File: src/rtl/pipe_ctrl.sv
// Pipeline stall controller: per-stage hold vector plus sequencing for multi-cycle DIV and MADD ops in EX.
// Optional divide watchdog enabled by defining PIPE_CTRL_DIV_WATCHDOG_EN.
module pipe_ctrl (
    input  logic       clk,
    input  logic       rst,
    input  logic       stallreq_from_if,
    input  logic       stallreq_from_id,
    input  logic       ex_div_req,
    input  logic       ex_madd_req,
    input  logic       div_ready_i,
    input  logic       stallreq_from_mem,
    output logic [5:0] stall,
    output logic       div_start_o,
    output logic       div_done_o,
    output logic       madd_second_o,
    output logic       div_timeout_o
);

    typedef enum logic [1:0] {
        IDLE,
        DIV_RUN,
        DIV_DONE,
        MADD_2
    } state_t;

    state_t state;
    state_t state_n;
    logic   div_start_n;
    logic   ex_busy;
    logic   wd_expired;

`ifdef PIPE_CTRL_DIV_WATCHDOG_EN
    logic [5:0] wd_cnt;

    // Expiry is taken on the edge that brings the count of DIV_RUN cycles to 63.
    assign wd_expired = (wd_cnt == 6'd62);

    always_ff @(posedge clk or posedge rst) begin
        if (rst) begin
            wd_cnt        <= 6'd0;
            div_timeout_o <= 1'b0;
        end else begin
            if (state == IDLE && state_n == DIV_RUN) begin
                wd_cnt <= 6'd0;
            end else if (state == DIV_RUN) begin
                wd_cnt <= wd_cnt + 6'd1;
            end
            div_timeout_o <= (state == DIV_RUN) && !div_ready_i && wd_expired;
        end
    end
`else
    assign wd_expired    = 1'b0;
    assign div_timeout_o = 1'b0;
`endif

    // NOTE: sequential state uses non-blocking assignments so every flop samples pre-edge values.
    always_ff @(posedge clk or posedge rst) begin
        if (rst) begin
            state       <= IDLE;
            div_start_o <= 1'b0;
        end else begin
            state       <= state_n;
            div_start_o <= div_start_n;
        end
    end

    // NOTE: every combinational output gets a default first so no path can infer a latch.
    always_comb begin
        state_n     = state;
        div_start_n = 1'b0;
        case (state)
            IDLE: begin
                if (ex_div_req && !stallreq_from_mem) begin
                    state_n     = DIV_RUN;
                    div_start_n = 1'b1;
                end else if (ex_madd_req && !ex_div_req && !stallreq_from_mem) begin
                    state_n = MADD_2;
                end
            end
            DIV_RUN: begin
                if (div_ready_i) begin
                    state_n = DIV_DONE;
                end else if (wd_expired) begin
                    state_n = IDLE;
                end
            end
            DIV_DONE, MADD_2: begin
                if (!stallreq_from_mem) begin
                    state_n = IDLE;
                end
            end
            default: state_n = IDLE;
        endcase
    end

    assign ex_busy = ((state == IDLE) && (ex_div_req || ex_madd_req)) || (state == DIV_RUN);

    // Highest stalled stage wins; reset masks everything so the pipeline sees no hold.
    always_comb begin
        stall = 6'b000000;
        if (rst) begin
            stall = 6'b000000;
        end else if (stallreq_from_mem) begin
            stall = 6'b011111;
        end else if (ex_busy) begin
            stall = 6'b001111;
        end else if (stallreq_from_id) begin
            stall = 6'b000111;
        end else if (stallreq_from_if) begin
            stall = 6'b000011;
        end
    end

    assign div_done_o    = (state == DIV_DONE);
    assign madd_second_o = (state == MADD_2);

endmodule

File: config.mk
export PLATFORM = sky130hd
export DESIGN_NAME = pipe_ctrl
export DESIGN_NICKNAME = d
export VERILOG_FILES = /design/src/rtl/pipe_ctrl.sv
export SDC_FILE = /design/constraint.sdc
export NUM_CORES = 1
export LEC_CHECK = 0
export ABC_AREA = 1
export BUFFER_PORTS_ARGS = -buffer_cell sky130_fd_sc_hd__buf_2
export CORE_AREA = 5 5 42 44
export DETAILED_ROUTE_END_ITERATION = 12
export DIE_AREA = 0 0 47 49
export HOLD_SLACK_MARGIN = 0.12
export PLACE_DENSITY = 0.42
export SYNTH_ARGS = -nofsm -noshare
export SYNTH_HDL_FRONTEND = slang
export SYNTH_SLANG_ARGS = --single-unit
File: constraint.sdc
create_clock -name clk -period 1 [get_ports clk]
set_input_delay 0.05 -clock clk [delete_from_list [all_inputs] [get_ports clk]]
set_output_delay 0.05 -clock clk [all_outputs]
set_load 0.05 [all_outputs]
# After elaboration in Yosys (flattened, before gate mapping)
# Cells that the tools add are included.
# W data, S select, Z words.
dict set report word_totals {
  input_bits 8
  register_bits 3
  wordCells 31
  out_inout_bits 10
}
dict set report op_classes {
  n_reduce_logical 11
  mux 12
  eq_ne 6
}
# op n
set op_table {}
lappend op_table {{$mux W2} 5}
lappend op_table {{$mux W6} 1}
lappend op_table {{$pmux W2 S3} 1}
lappend op_table {{$mux W5} 1}
lappend op_table {{$eq A2 B2 Y1 const B} 2}
lappend op_table {{$logic_and A1 B1 Y1} 4}
lappend op_table {{$mux W4} 1}
lappend op_table {{$ne A2 B2 Y1 const B} 2}
lappend op_table {{$mux W3} 1}
lappend op_table {{$ne A3 B3 Y1 const B} 1}
lappend op_table {{$reduce_and A3 Y1} 1}
lappend op_table {{$eq A2 B1 Y1 const B} 1}
lappend op_table {{$logic_not A1 Y1} 2}
lappend op_table {{$logic_not A2 Y1} 1}
lappend op_table {{$logic_or A1 B1 Y1} 2}
lappend op_table {{$mux W1} 2}
lappend op_table {{$reduce_or A2 Y1} 1}

# Logic depth before layout (Yosys ltp)
dict set report depth {
  ltp_word 6
  ltp_mapped 7
  ltp_nobuf 6
}

# Worst setup path after synthesis
# Ideal clock, no wire load.
dict set report synth_timing {
  kind {reg2out}
  from {reg state[0]}
  to {out stall[3]}
  t_arrival_ns 1.487
  slack_ns -0.537
  stages_incl_launch_ff 5
  path_cell_list {dfrtp_1 -> buf_4 -> nor2_1 -> nand2_1 -> a21oi_1}
}
dict set report synth_via {
  elab_chain_len 6
  word_cells_on_any_way 7
  classes_between {1 x eq/ne; 3 x mux; 3 x reduce/logical}
}
# element line_no
set synth_lines {}
lappend synth_lines {{start: declaration} 26} ;# state_t state;
lappend synth_lines {{start signal: assignment} 62} ;# state <= state_n;
lappend synth_lines {{$logic_not A2 Y1} 96} ;# assign ex_busy = ((state == IDLE) && (ex_div_req || ex_madd_req)) || (state == DIV_RUN);
lappend synth_lines {{$logic_and A1 B1 Y1} 96}
lappend synth_lines {{$logic_or A1 B1 Y1 *} 96}
lappend synth_lines {{$mux W4 *} 105} ;# end else if (ex_busy) begin
lappend synth_lines {{$mux W5 *} 103} ;# end else if (stallreq_from_mem) begin
lappend synth_lines {{$mux W6 *} 101} ;# if (rst) begin
lappend synth_lines {{end: declaration} 12} ;# output logic [5:0] stall,
# Mark *: on every way between the ends. The rest lies on a longest branch, timed or not.

# Worst setup path in the final report
dict set report layout_timing {
  from {reg state[1]}
  to {out stall[1]}
}
# The elaborated chain is that of the path after synthesis.

==> results list <==
* Cell type group with the largest total delay on the critical path: flip-flops
* Switching power total: ~760 uW
- The critical path goes through inv_2, a21oi_4, nand3b_1, nand2_2, nand2_4, buf_6.
* Type of the setup path with the least slack: reg -> out
- Detailed router's first-iteration violation count: 4
- After clock tree synthesis, the clock-pin slew on the worst setup and hold paths is 40 ps.
- Wire length per cell: between 9 and 10 um
- Die X: about 47 um
* Worst-skew pair later-pin latency: ~230 ps
* Period Utilization, post-route: 1.33
- Violated checks: negative setup slack
- Most heavily used metal layer in global routing: met2
- Antenna cell count: 0
- The count of pins over their slew limit was 0.
- The placed instances occupy a cell area of ~400 um2.
- Summed over all layers, the routed wires come to 844 um.
- After layout, the minimum clock period comes to roughly 1300 ps.
- At the end of the flow, the number of nets in the layout was 79.
- The flow ran to the end, but the final reports show violations.
- The core region is about 1400 um2.
- The tool flagged a number of max-cap violations equal to 0.
- Final worst-path setup slack: -329 ps
- The worst setup path is captured at an output pin.
* Clk sinks: 3
* Count of buffers from port buffering: 15
- During synthesis, Yosys emitted a total of 0 warnings.
* Minimum setup slack after placement: -167 ps
- Setup violations remaining at the end of the flow were counted as 9.
- CTS tree: built
- STA puts the critical path data arrival time at ~1300 ps.
- After synthesis, the cell types taking the most area are dfrtp_1 29%, nand2_1 16%, buf_4 12%.
- Leaving out filler cells and counting taps, the final layout contains 86.
* Placed Cells incl. Taps: 74
- Internal power: 862 uW
* Unique masters post-synth: 14
- Of the total power, combinational logic draws 0.720.
* Number of antenna violations at the first check in global routing: 0
- In the global route stage, met1 resource usage came out at 0.0947.
* Placer congestion estimate: between 0.7 and 0.8
- After legalization and detailed placement, the total HPWL measured 579 um.
* Vert. Die Dim: between 40 and 50 um
- For this design, the slowest cell found on the critical path is dfrtp_2.
- Power spread over the standard cell area amounts to 2780 nW/um2.
- Fraction of final layout cells with drive strength greater than 1: 0.614
- Of all flip-flops after synthesis, the portion carrying an async set or reset was 1.00.
* Pre-antenna DRT Iters: 3
* Crit start category: register
- The count of final hold-check violations is 0.
- The first global-routing pass estimated around 1300 um of wire.
* Number of CTS-inserted buffers: 3
- The die covers about 2300 um2.
- Global routing usage summed across all routing layers: 0.0782
- Clock tree root buffer cell: clkbuf_4
- Of the total power, the share spent switching nets is 0.468.
- Average vias per placed instance: between 3 and 4
- Required time at the endpoint of the critical path: 950 ps
- Detailed routing inserted a total of 319 vias.
* Design Power: 1620 uW
- On the final layout, the worst clock skew is 2.26 ps.
- In the routed design, unresolved DRC markers number 0.
- In this run, synthesis produced a sequential element count of 3.
- Total of fill cells in the finished design: roughly 160
* Area growth, synth to finish: 124%
- Summed over all instances, the cell type with the most area after synthesis is dfrtp_1.
* Non-Filler Cell Area, Final: 583 um2
- In this run the core area contains 14 standard-cell rows.
* Count of pins on the block boundary: 18
* Largest vdd supply drop: approximately 0.0016 V
- Post-synthesis sequential area ratio: 0.288
* Most used standard cell by instance count after synthesis: nand2_1
- Critical path fanouts, max: 3
- Buffers and inverters on the worst path: 2
- Synthesis produced a netlist whose cell count is 40.
- In this run the number of H-tree levels came out at 1.
* Grt met3 use: 0.0148
- In the global route stage, met2 resource usage came out at 0.118.
- Mean Syn Cell Area: approximately 6.5 um2
* Starting density of the core: 0.186
* Mapped cell area: around 260 um2
* Highest attainable clock frequency: roughly 0.75 GHz
- Worst-case clock buffer depth: 2
* Via count of the first global-routing pass: around 350
- The largest single stage delay on the critical path is ~400 ps.
* EDFF count, synth: 0
- Top cell types by occurrence after synthesis: 11 x nand2_1, 7 x inv_1, 4 x buf_4
* Static leakage: 0.000314 uW
* Pin count of the biggest net entering global routing: 6
- Total grt overflow: 0
- Share of the synthesized area in the top cell type: 0.288
* Number of nets with antenna violations after detailed routing: 0
* Worst hold path class: in -> reg
- Unrepaired setup endpoints after global routing: true
* Flop pwr share: 0.152
* Portion of total power attributed to the clock network: 0.128
- Most used DFF post-synth: dfrtp_1
## power groups by stage
stage	combinational (uW)	sequential, uW	clock [uW]
2_1_floorplan	613	243	0
3_3_place_gp	818	245	0
3_5_place_dp	808	250	0
4_1_cts	1040	251	219
5_1_grt	1250	256	225
6_report	1170	245	208
## cell usage in the layout, fill, tap and decap left out, types with 2 or more instances in the layout
cell and instances:
clkbuf_4 3, buf_6 7, dlygate4sd3_1 3, conb_1 2
buf_2 9, nand3_1 2, nand2_2 3, buf_4 8
nand2_4 2, buf_8 2, nand2_1 8, inv_1 7
dfrtp_2 2, nor2_4 2
## registers in the layout, indices dropped and copies added (netlist names)
signal	flops
state	2
div_start_o	1
## area by class of cell
cell class              count  area [um2]  area share
repair buffers             29         244       0.418
inverters                   8        30.0      0.0515
multi-input cells          26         185       0.318
flip-flops and latches      3        77.6       0.133
clock buffers               4        26.3      0.0451
well taps                  16        20.0      0.0343
## tightest hold or removal path: stages
cell and delay, ps:
buf_2 100, inv_1 150, nor4_4 60
## final timing paths
kind | start | slack (ps) | end | cells after the start
max in group asynchronous | rst | 510 | state[1] | 4
worst min-delay path | ex_div_req | 180 | div_start_o | 3
worst max register to register | state[1] | -190 | state[1] | 7
min in group asynchronous | rst | 380 | div_start_o | 4
worst max-delay path | state[1] | -330 | stall[1] | 6
worst min register to register | state[0] | 700 | div_start_o | 2
## through the flow
stage / util / hold WS [ps] / setup TNS, ps
global route: 0.416 / 194 / -2620
detailed placement: 0.287 / 89.5 / -738
global placement: 0.287 / 96.9 / -696
finish: 0.416 / 180 / -2130
floorplan: - / -172 / -531
CTS: 0.384 / 132 / -1860
## routing by layer
layer,part of all wire,vias to the layer above
met5,0,-
met4,0,0
met3,0.040,0
met2,0.57,8
met1,0.38,134
li1,-,177
## cell families after synthesis
| kind of cell | after synthesis | share of synthesized area |
|---|---|---|
| buf+inv | 12 | 0.231 |
| flops | 3 | 0.288 |
| compound gates | 3 | 0.106 |
| other cells | 1 | 0.0144 |
| simple gates | 21 | 0.361 |
## what timing repair did
item                                    CTS  global route
hold buffers                              3             0
pin swaps                                 3             4
endpoints found under the setup margin    9             9
setup buffers                             2             4
resized for setup                        19             5
endpoints found under the hold margin     5             0
Note: power is estimated with default switching activity, not from simulation.
